`src/rtl/buffer_fifo_pkg.sv`:
```
// rtl/buffer_fifo_pkg.sv - shared sizing helpers for the buffer FIFO slice
`ifndef BUFFER_FIFO_PKG_SV
`define BUFFER_FIFO_PKG_SV
package buffer_fifo_pkg;

    // Ceiling log2; sizes the pointers and the count port
    function automatic int clog2(input int value);
        int result;
        result = 0;
        for (int v = value - 1; v > 0; v = v >> 1) begin
            result = result + 1;
        end
        return result;
    endfunction

endpackage
`endif

```
`src/rtl/buffer_fifo_wrap_counter.sv`:
```
// rtl/buffer_fifo_wrap_counter.sv - modulo-2^width pointer used for both FIFO ends
module wrap_counter #(
    parameter int width = 2
) (
    input  logic             clock,
    input  logic             reset,
    input  logic             increment,
    output logic [width-1:0] value
);

    always_ff @(posedge clock or posedge reset) begin
        if (reset) begin
            value <= '0;
        end else if (increment) begin
            value <= value + width'(1);
        end
    end

endmodule

```
`src/rtl/buffer_fifo.sv`:
```
// rtl/buffer_fifo.sv - first-word-fall-through circular FIFO with sticky error flags
module buffer_fifo
    import buffer_fifo_pkg::*;
#(
    parameter int bitwidth = 8,
    parameter int depth    = 4
) (
    input  logic                    clock,
    input  logic                    reset,
    input  logic                    load_enable,
    input  logic [bitwidth-1:0]     value_in,
    input  logic                    read_enable,
    output logic [bitwidth-1:0]     value_out,
    output logic                    empty,
    output logic                    full,
    output logic [clog2(depth):0]   count,
    input  logic                    clear_flags,
    output logic                    overflow,
    output logic                    underflow
);

    localparam int aw = clog2(depth);

    logic [bitwidth-1:0] mem [depth];
    logic [aw-1:0]       wr_ptr;
    logic [aw-1:0]       rd_ptr;
    logic                wr_acc;
    logic                rd_acc;

    // A read frees a slot on the same edge, so a full FIFO still takes a write alongside it
    assign wr_acc = load_enable && (!full || read_enable);
    assign rd_acc = read_enable && !empty;

    wrap_counter #(.width(aw)) u_wr_ptr (
        .clock     (clock),
        .reset     (reset),
        .increment (wr_acc),
        .value     (wr_ptr)
    );

    wrap_counter #(.width(aw)) u_rd_ptr (
        .clock     (clock),
        .reset     (reset),
        .increment (rd_acc),
        .value     (rd_ptr)
    );

    always_ff @(posedge clock or posedge reset) begin
        if (reset) begin
            count <= '0;
        end else if (wr_acc && !rd_acc) begin
            count <= count + (aw + 1)'(1);
        end else if (rd_acc && !wr_acc) begin
            count <= count - (aw + 1)'(1);
        end
    end

    assign empty = (count == '0);
    assign full  = (count == (aw + 1)'(depth));

    always_ff @(posedge clock or posedge reset) begin
        if (reset) begin
            for (int i = 0; i < depth; i++) begin
                mem[i] <= '0;
            end
        end else if (wr_acc) begin
            mem[wr_ptr] <= value_in;
        end
    end

    assign value_out = empty ? '0 : mem[rd_ptr];

    // A fresh error event outranks a clear in the same cycle
    always_ff @(posedge clock or posedge reset) begin
        if (reset) begin
            overflow  <= 1'b0;
            underflow <= 1'b0;
        end else begin
            if (load_enable && full && !read_enable) begin
                overflow <= 1'b1;
            end else if (clear_flags) begin
                overflow <= 1'b0;
            end
            if (read_enable && empty) begin
                underflow <= 1'b1;
            end else if (clear_flags) begin
                underflow <= 1'b0;
            end
        end
    end

endmodule

```
`config.mk`:
```
export PLATFORM = sky130hd
export DESIGN_NAME = buffer_fifo
export DESIGN_NICKNAME = d
export VERILOG_FILES = /design/src/rtl/buffer_fifo_pkg.sv /design/src/rtl/buffer_fifo_wrap_counter.sv /design/src/rtl/buffer_fifo.sv
export SDC_FILE = /design/constraint.sdc
export NUM_CORES = 1
export LEC_CHECK = 0
export ABC_AREA = 1
export ABC_CLOCK_PERIOD_IN_PS = 2200
export BUFFER_PORTS_ARGS = -buffer_cell sky130_fd_sc_hd__clkbuf_2
export CAP_MARGIN = 20
export CORE_ASPECT_RATIO = 0.75
export CORE_MARGIN = 2
export CORE_UTILIZATION = 55
export CTS_CLUSTER_SIZE = 24
export DETAILED_ROUTE_END_ITERATION = 10
export PLACE_DENSITY_LB_ADDON = 0.25
export REMOVE_ABC_BUFFERS = 1
export SKIP_CTS_REPAIR_TIMING = 1
export SLEW_MARGIN = 15
export SYNTH_ARGS = -nofsm -noshare
export SYNTH_HDL_FRONTEND = slang
export SYNTH_HIERARCHICAL = 1
export SYNTH_SLANG_ARGS = --single-unit
```
`constraint.sdc`:
```
create_clock -name clock -period 2.2 [get_ports clock]
set_input_delay 0.55 -clock clock [delete_from_list [all_inputs] [get_ports clock]]
set_output_delay 0.55 -clock clock [all_outputs]
set_load 0.05 [all_outputs]
```
; After elaboration in Yosys (flattened, before gate mapping)
; Cells that the tools add are included.
[totals]
register_bits = 41
input_bits = 13
elab_cells = 49
out_inout_bits = 15
[classes]
muxes = 12
addsub = 4
n_lt_le_gt_ge = 3
reduce_logical = 18
n_bitwise = 2
n_eq_ne = 1
[op_table]
columns = operator, count
row1 = bitwise mux 32 bit, 1
row2 = two-way mux 8 bit, 4
row3 = binary-select mux 8 bit (select 2 bit), 1
row4 = demux 8 bit (select 2 bit), 1
row5 = logical AND 1 bit, 8
row6 = >= comparator 3 bit (second input constant), 2
row7 = two-way mux 3 bit, 2
row8 = NOT 2 -> 3 bit, 2
row9 = nonzero test 2 bit, 3
row10 = zero test 1 bit, 5
row11 = adder 2 x 1 -> 2 bit (second input constant), 2
row12 = adder 3 x 1 -> 3 bit (second input constant), 1
row13 = equality test 3 bit (second input constant), 1
row14 = zero test 3 bit, 1
row15 = less-than comparator 3 x 1 -> 1 bit (second input constant), 1
row16 = two-way mux 1 bit, 3
row17 = subtractor 3 x 1 -> 3 bit (second input constant), 1
row18 = logical OR 1 bit, 1

; Longest topological paths before layout
; Gate-level depths: netlist (run 1).
[logic_depth]
ltp_word = 8
depth_mapped = 12
depth_no_buf = 11

; By module
; Netlist (run 1), hierarchy kept.
[modules_own_cells]
columns = mod, area_per_inst_um2, seq_area_each_um2, instances, cells_per_inst
row1 = buffer_fifo, 1989.4, 925.9, 1, 252
row2 = wrap_counter, 87.6, 50.0, 2, 11

; Worst setup path before layout (run 1)
; No wires, ideal clock.
[synth_timing]
kind = register -> output
start = register count[2]
end = output port full
arrival_time_ns = 1.927
path_slack_ns = -0.277
required_time_ns = 1.650
stages_incl_launch_ff = 3
path_buffers = 0
cell_sequence = dfrtp_1 inv_1 nor3_1
[synth_via]
elab_chain_len = 1
[synth_lines]
columns = item, line_no
row1 = from (decl), buffer_fifo.sv:16  ; output logic [clog2(depth):0] count,
row2 = from (signal assigned), buffer_fifo.sv:52  ; count <= count + (aw + 1)'(1);
row3 = from (signal assigned), buffer_fifo.sv:54  ; count <= count - (aw + 1)'(1);
row4 = equality test 3 bit, buffer_fifo.sv:59  ; assign full = (count == (aw + 1)'(depth));
row5 = to (decl), buffer_fifo.sv:15  ; output logic full,
; No other way between the ends.

; Worst setup path after layout (run 1)
[layout_timing]
start = register u_rd_ptr.value[1]
end = output port value_out[5]
[layout_via]
elab_chain_len = 5
[layout_lines]
columns = item, line_no
row1 = from (decl), buffer_fifo_wrap_counter.sv:8  ; output logic [width-1:0] value
row2 = from (signal assigned), buffer_fifo_wrap_counter.sv:15  ; value <= value + width'(1);
row3 = NOT 2 -> 3 bit (not written as such), buffer_fifo.sv:71  ; assign value_out = empty ? '0 : mem[rd_ptr];
row4 = binary-select mux 8 bit (select 2 bit), buffer_fifo.sv:71
row5 = two-way mux 8 bit (not written as such) (2 in a row), buffer_fifo.sv:71
row6 = two-way mux 8 bit, buffer_fifo.sv:71
row7 = to (decl), buffer_fifo.sv:13  ; output logic [bitwidth-1:0] value_out,
; No other way between the ends. The select of a mux whose other input is x is not followed.

==> impl_results.md, run 1 <==
- Layout cell share with drive strength beyond 1: 0.2104
- RSZ-0062 raised after global routing: yes
- Gr ovfl total: 0
- Cell row count: 19
- Final Hold Vio Count: 0
- Slew Limit Fails: 0
- TritonCTS clock tree: yes
- Power Internal: 2099 uW
- Critical Path Sink Type: output pin
- CTS Sinks: 41
- DRC: 0
- Final std cells w/o fill: 361
- CP Class: register to output pin
- I/O Buffers: 27
- DRT Pass-1 Iters: 4
- Mapped Cells: 274
- Clock buffer count from CTS: 5
- Area of the die: 4459 sq um
- Root buf cell: clkbuf_8
- Post-DR vias/cell: 5.518
- Netlist cell types: 23
- Hold WC Path Type: primary input to async pin
- Number of global-route vias before repair: 1764
- Via count: 1992
- Worst IR Drop VDD: 1.224 mV
- Max Clock Freq: 0.4652 GHz
- Max-cap viol count: 0
- Pwr dens: 1730 nW/um^2
- CTS clk-pin slew, worst paths: 0.07 ns
- Fin area: 2515 sq um
- Net Switching: 2252 uW
- Chip Width: 76.44 um
- Largest stage delay on the critical path: 0.45 ns
- Initial Util: 0.5837
- CP Launch Point: u_rd_ptr/value[1]
- Final setup viols: 0
- Max clock buf depth: 2
- Status: completed
- Combinational Power Share: 0.569
- H-tree levels: 2
- Post-route clock skew: 0.007687 ns
- Synthesis-stage register bit count: 41
- First-pass GRT wire length: 8.631 mm
- Placed wire-length estimate: 3.361 mm
- DRT Wirelength: 5.352 mm
- Placed cell count: 348
- Layout Nets: 323
- Placed cell area: 2347 sq um
- Die height: 58.33 um
- Final period util: 0.9772
- Most frequent cells in the layout: nand2_1 (110), dfrtp_1 (39), nand4_1 (32)
- Final ANT Viol Nets: 0
- Pre-CTS setup slack: 0.1738 ns
- Core footprint: 3709 sq um
- # IOs: 28
- P&R area growth vs syn: 16.18%
- Switching Fraction: 0.5175
- Commonest non-fill, non-tap cell in the layout: nand2_1
- Clock network power share: 0.109
- Final worst slack: 0.05018 ns
- Mean Syn Cell Area: 7.900 sq um
- Layout fillers: 327
- Final hold slack: 0.1103 ns
- Register area share after synthesis: 0.4740
- Initial antenna violation count: 0
- RePlAce Congestion: 0.8199
- Warnings, synthesis: 6
- Fin crit period: 2.150 ns
- Crit start category: register
- Tot Pwr: 4351 uW
- Lkg Pwr: 0.001337 uW
- RR Startpoint: count[0]
- Latest clock arrival within the worst-skew pair: 0.29 ns
- Sequential share of power: 0.322
- CP cell instances: clkinvlp_4, nor2_1, o21ai_0, a21oi_1, buf_2
- Slew margin rel.: 0.6783
- Worst slew pin tran: 0.4826 ns
- WL/cell: 14.83 um
- Largest net degree at the start of global routing: 38
- Data arrival, critical path: 1.60 ns
- Ant. Diodes: 0
- Worst path required time: 1.65 ns
- Total Routing Usage GR: 0.2537
- Max Fanout on Critical Path: 5
- Mapped Area: 2165 sq um
- DRT iter0 DRCs: 267
- CP max stage cell: dfrtp_2
[cell families after synthesis]
group	Yosys count	share of synthesized area
flops	41	0.4740
compound gates	18	0.04162
simple gates	178	0.3855
fa+ha+maj	2	0.01503
xor+xnor	2	0.008094
buf+inv	33	0.07572
[state kept, by name, indices dropped and copies added, names as in the netlist]
name	count
underflow	1
mem	32
u_wr_ptr/value	2
u_rd_ptr/value	2
overflow	1
count	3
[cells in the mapped netlist]
library cell	instances	area [sq um]
a21oi_1	8	40.04
buf_2	5	25.02
buf_4	3	22.52
buf_6	3	33.78
clkbuf_1	1	3.750
dfrtp_1	41	1026
fa_1	1	20.02
ha_1	1	12.51
inv_1	19	71.32
inv_2	2	7.510
nand2_1	110	412.9
nand3_1	4	20.02
nand3_2	2	20.02
nand3_4	3	52.55
nand4_1	32	200.2
nor2_1	19	71.32
nor2_2	4	25.02
nor2_4	2	22.52
nor3_1	2	10.01
o21ai_0	9	45.04
o21ai_1	1	5.000
xnor2_1	1	8.760
xor2_1	1	8.760
[layer usage]
layer / routed length, um / vias up / GRT usage / part of all wire
met5: 0 / - / 0 / 0
met4: 81 / 0 / 0.1039 / 0.015
met3: 515 / 8 / 0.04294 / 0.096
met2: 2419 / 89 / 0.3881 / 0.45
met1: 2335 / 929 / 0.3677 / 0.44
li1: - / 966 / - / -
[stage by stage]
step	util	setup TNS [ns]
after floorplan	-	-16.65
after global placement	0.6329	0
after detailed placement	0.6329	0
after CTS	0.6552	-0.2989
after global routing	0.6781	-0.004185
final	0.6781	0
[cell type report]
class                      instances  area [sq um]  area share
tap                               52         65.06     0.02587
sequential                        41          1028      0.4090
clock inverter                     2         10.01    0.003980
multi-input combinational        200         987.2      0.3925
clock buffer                       6         72.57     0.02886
inverter                          21         85.08     0.03383
timing repair buffer              38         259.0      0.1030
timing repair inverter             1         7.507    0.002985
[critical path, delay by kind of cell (launching register included)]
kind	cells	cell delay (ns)
buffers and inverters	2	0.48
DFF	1	0.45
AOI/OAI and AO/OA	2	0.22
and+or+nand+nor	1	0.16
[worst paths after layout]
path / to / slack (ns) / cells past startpoint
worst min-delay path: u_wr_ptr/value[0] / 0.11 / 2
min in group clock: underflow / 0.44 / 2
worst max-delay path: value_out[5] / 0.05 / 5
max in group asynchronous: mem[21] / 1.48 / 3
worst max register to register: count[2] / 0.36 / 9
worst min register to register: mem[3] / 0.47 / 2
[power by group through the flow]
stage | clock (uW) | combinational (uW) | sequential [uW]
floorplan | 0 | 1540 | 1480
global placement | 0 | 2250 | 1360
detailed placement | 0 | 2280 | 1380
CTS | 486 | 2290 | 1360
global route | 526 | 2710 | 1450
finish | 475 | 2480 | 1400
(Power assumes the default switching activity.)
==> inputs of run 2 (changes only) <==
Settings changed: ABC_AREA 1 to not set.
==> run 2 against run 1 <==
Net effect:
- sequential share of layout area is 2.3 points higher
- cell area fell by 5.6%
- count of clock-buffer cells in the layout is 1 higher
- critical endpoint is now value_out[1]
==> impl_results.md, run 2 <==
- Top flop regs: mem (32), count (3)
- Async S/R FF share, synth: 1.000
- Total Routing Usage GR: 0.2023
- Post-DR vias/cell: 5.469
- DRT Wirelength: 3.535 mm
- CP Class: register to output pin
- Fin crit period: 2.197 ns
- Critical Path Sink Type: output pin
- Layout cell share with drive strength beyond 1: 0.5449
- Data arrival, critical path: 1.65 ns
- Reg with most FFs: mem
- WL/cell: 17.08 um
- Number of global-route vias before repair: 1183
- Met1 usage: 0.2741
- Final Hold Vio Count: 0
- Grt met2 use: 0.3080
- Area of the die: 4007 sq um
- First-pass GRT wire length: 5.906 mm
- Mapped Cells: 126
- Worst R2R Setup Slack: 0.15 ns
- DRT iter0 DRCs: 35
- CP max stage cell: mux4_2
- Mean Syn Cell Area: 15.33 sq um
- Max Fanout on Critical Path: 7
- Commonest non-fill, non-tap cell in the layout: dfrtp_1
- Worst slew pin tran: 0.7790 ns
- P&R area growth vs syn: 22.93%
- DRC: 0
- Final ANT Viol Nets: 0
- Final worst slack: 0.003218 ns
- Largest area contributor in the netlist: dfrtp_1
- Cell with the most instances after synthesis: dfrtp_1
- Die height: 55.33 um
- Initial antenna violation count: 0
- RR Endpoint: count[2]
- H-tree levels: 2
- Latest clock arrival within the worst-skew pair: 0.29 ns
- RR Startpoint: count[0]
- Top FF cell, synth: dfrtp_1
- EDFF count, synth: 0
- Largest net degree at the start of global routing: 17
- Max clock buf depth: 2
- Hold WC Path Type: primary input to async pin
- Final setup viols: 0
- Core footprint: 3333 sq um
- Synthesis-stage register bit count: 41
- Gr ovfl total: 0
- Netlist cell types: 25
- RSZ-0062 raised after global routing: yes
- Reg2Reg Depth: 8
- Layout fillers: 239
- Initial Util: 0.5796
- DRT Pass-1 Iters: 4
- CTS clk-pin slew, worst paths: 0.08 ns
- Critical Path Most Common Cell: buf_6
- Register area share after synthesis: 0.5311
- Cell row count: 18
- Placed wire-length estimate: 2.539 mm
- Main area contributors after synthesis: dfrtp_1 (53%), mux2_2 (15%), mux4_2 (9.3%)
- Clock buffer count from CTS: 5
- Crit start category: register
- CTS Sinks: 41
- I/O Buffers: 27
- Max reg flops: 32
- Via count: 1132
- Layout Nets: 181
- Pre-CTS setup slack: 0.03161 ns
- Slew margin rel.: 0.4778
- Met3 usage: 0.06022
- CP cell instances: buf_6, mux4_2, nor2b_4, buf_6
- Largest stage delay on the critical path: 0.50 ns
- # IOs: 28
- Slew Limit Fails: 0
- Root buf cell: clkbuf_8
- RePlAce Congestion: 0.7532
- Most frequent cells in the layout: dfrtp_1 (41), mux2_2 (25), clkbuf_2 (18)
- Worst path required time: 1.65 ns
- Gr busiest metal: met2
- Warnings, synthesis: 6
- TritonCTS clock tree: yes
- Ant. Diodes: 0
- Final period util: 0.9985
- Post-route clock skew: 0.006535 ns
- Chip Width: 72.44 um
- Synth cell count leaders: dfrtp_1 (41), mux2_2 (25), nor2b_1 (9)
- Share of the synthesized area in the top cell type: 0.5311
- Status: completed
- Max-cap viol count: 0
- Mapped Area: 1932 sq um
- Max Clock Freq: 0.4552 GHz
## run 2: cell types whose count changed in the layout (fill, tap and decap cells not counted), sizes merged, moves of 3 or more
cell   change
a21oi      -8
inv       -13
mux2      +33
mux4       +8
nand2    -107
nand3      -9
nand4     -32
nor2      -24
nor2b      +9
o21ai     -10
xor2       +3
## run 2: through the flow
step                hold slack, ns  cells  setup TNS [ns]  area [sq um]    util
floorplan                   0.2912    121          -17.92          1903       -
global placement            0.4158    198               0          2178  0.6535
detailed placement          0.4155    198               0          2178  0.6535
CTS                        0.09488    206         -0.5539          2295  0.6884
global route                0.1057    207         -0.4682          2375  0.7125
finish                      0.1061    207               0          2375  0.7125
## run 2: critical path: cells and delay by family, from the launching register on
family,cells,cell delay [ns]
and+or+nand+nor,1,0.14
buffers and inverters,2,0.31
muxes,1,0.50
DFF,1,0.39
## run 2: worst max path at each step
stage                                  from            to  slack, ns  depth (start not counted)
after floorplan                    count[0]      count[2]      -1.39                          8
after global placement          read_enable      count[1]       0.09                          7
after detailed placement        read_enable      count[1]       0.03                          7
after CTS                 u_rd_ptr/value[0]  value_out[2]       -0.1                          4
after global routing      u_rd_ptr/value[0]  value_out[0]      -0.08                          4
final                     u_rd_ptr/value[0]  value_out[1]      0.003                          4
## run 2: cells by family after synthesis
group | Yosys count | synth area share
mux | 41 | 0.3012
flops | 41 | 0.5311
simple gates | 21 | 0.08095
buf+inv | 12 | 0.02850
xor+xnor | 7 | 0.03174
compound gates | 2 | 0.009716
fa+ha+maj | 2 | 0.01684
## run 2: area by class of cell
class | count | area (sq um) | area share
sequential | 41 | 1026 | 0.4320
tap | 40 | 50.05 | 0.02107
inverter | 7 | 26.28 | 0.01106
clock inverter | 1 | 30.03 | 0.01264
multi-input combinational | 73 | 865.8 | 0.3646
clock buffer | 7 | 86.33 | 0.03635
timing repair buffer | 38 | 290.3 | 0.1222
## run 2: routing by layer
layer | vias up | share of wire
met1 | 582 | 0.45
li1 | 525 | -
met3 | 6 | 0.040
met2 | 19 | 0.49
met5 | - | 0
met4 | 0 | 0.016
Power of run 2 is left out: the tool's default activity adds up to more than one toggle a clock period on the data nets, which glitch-free logic cannot reach.
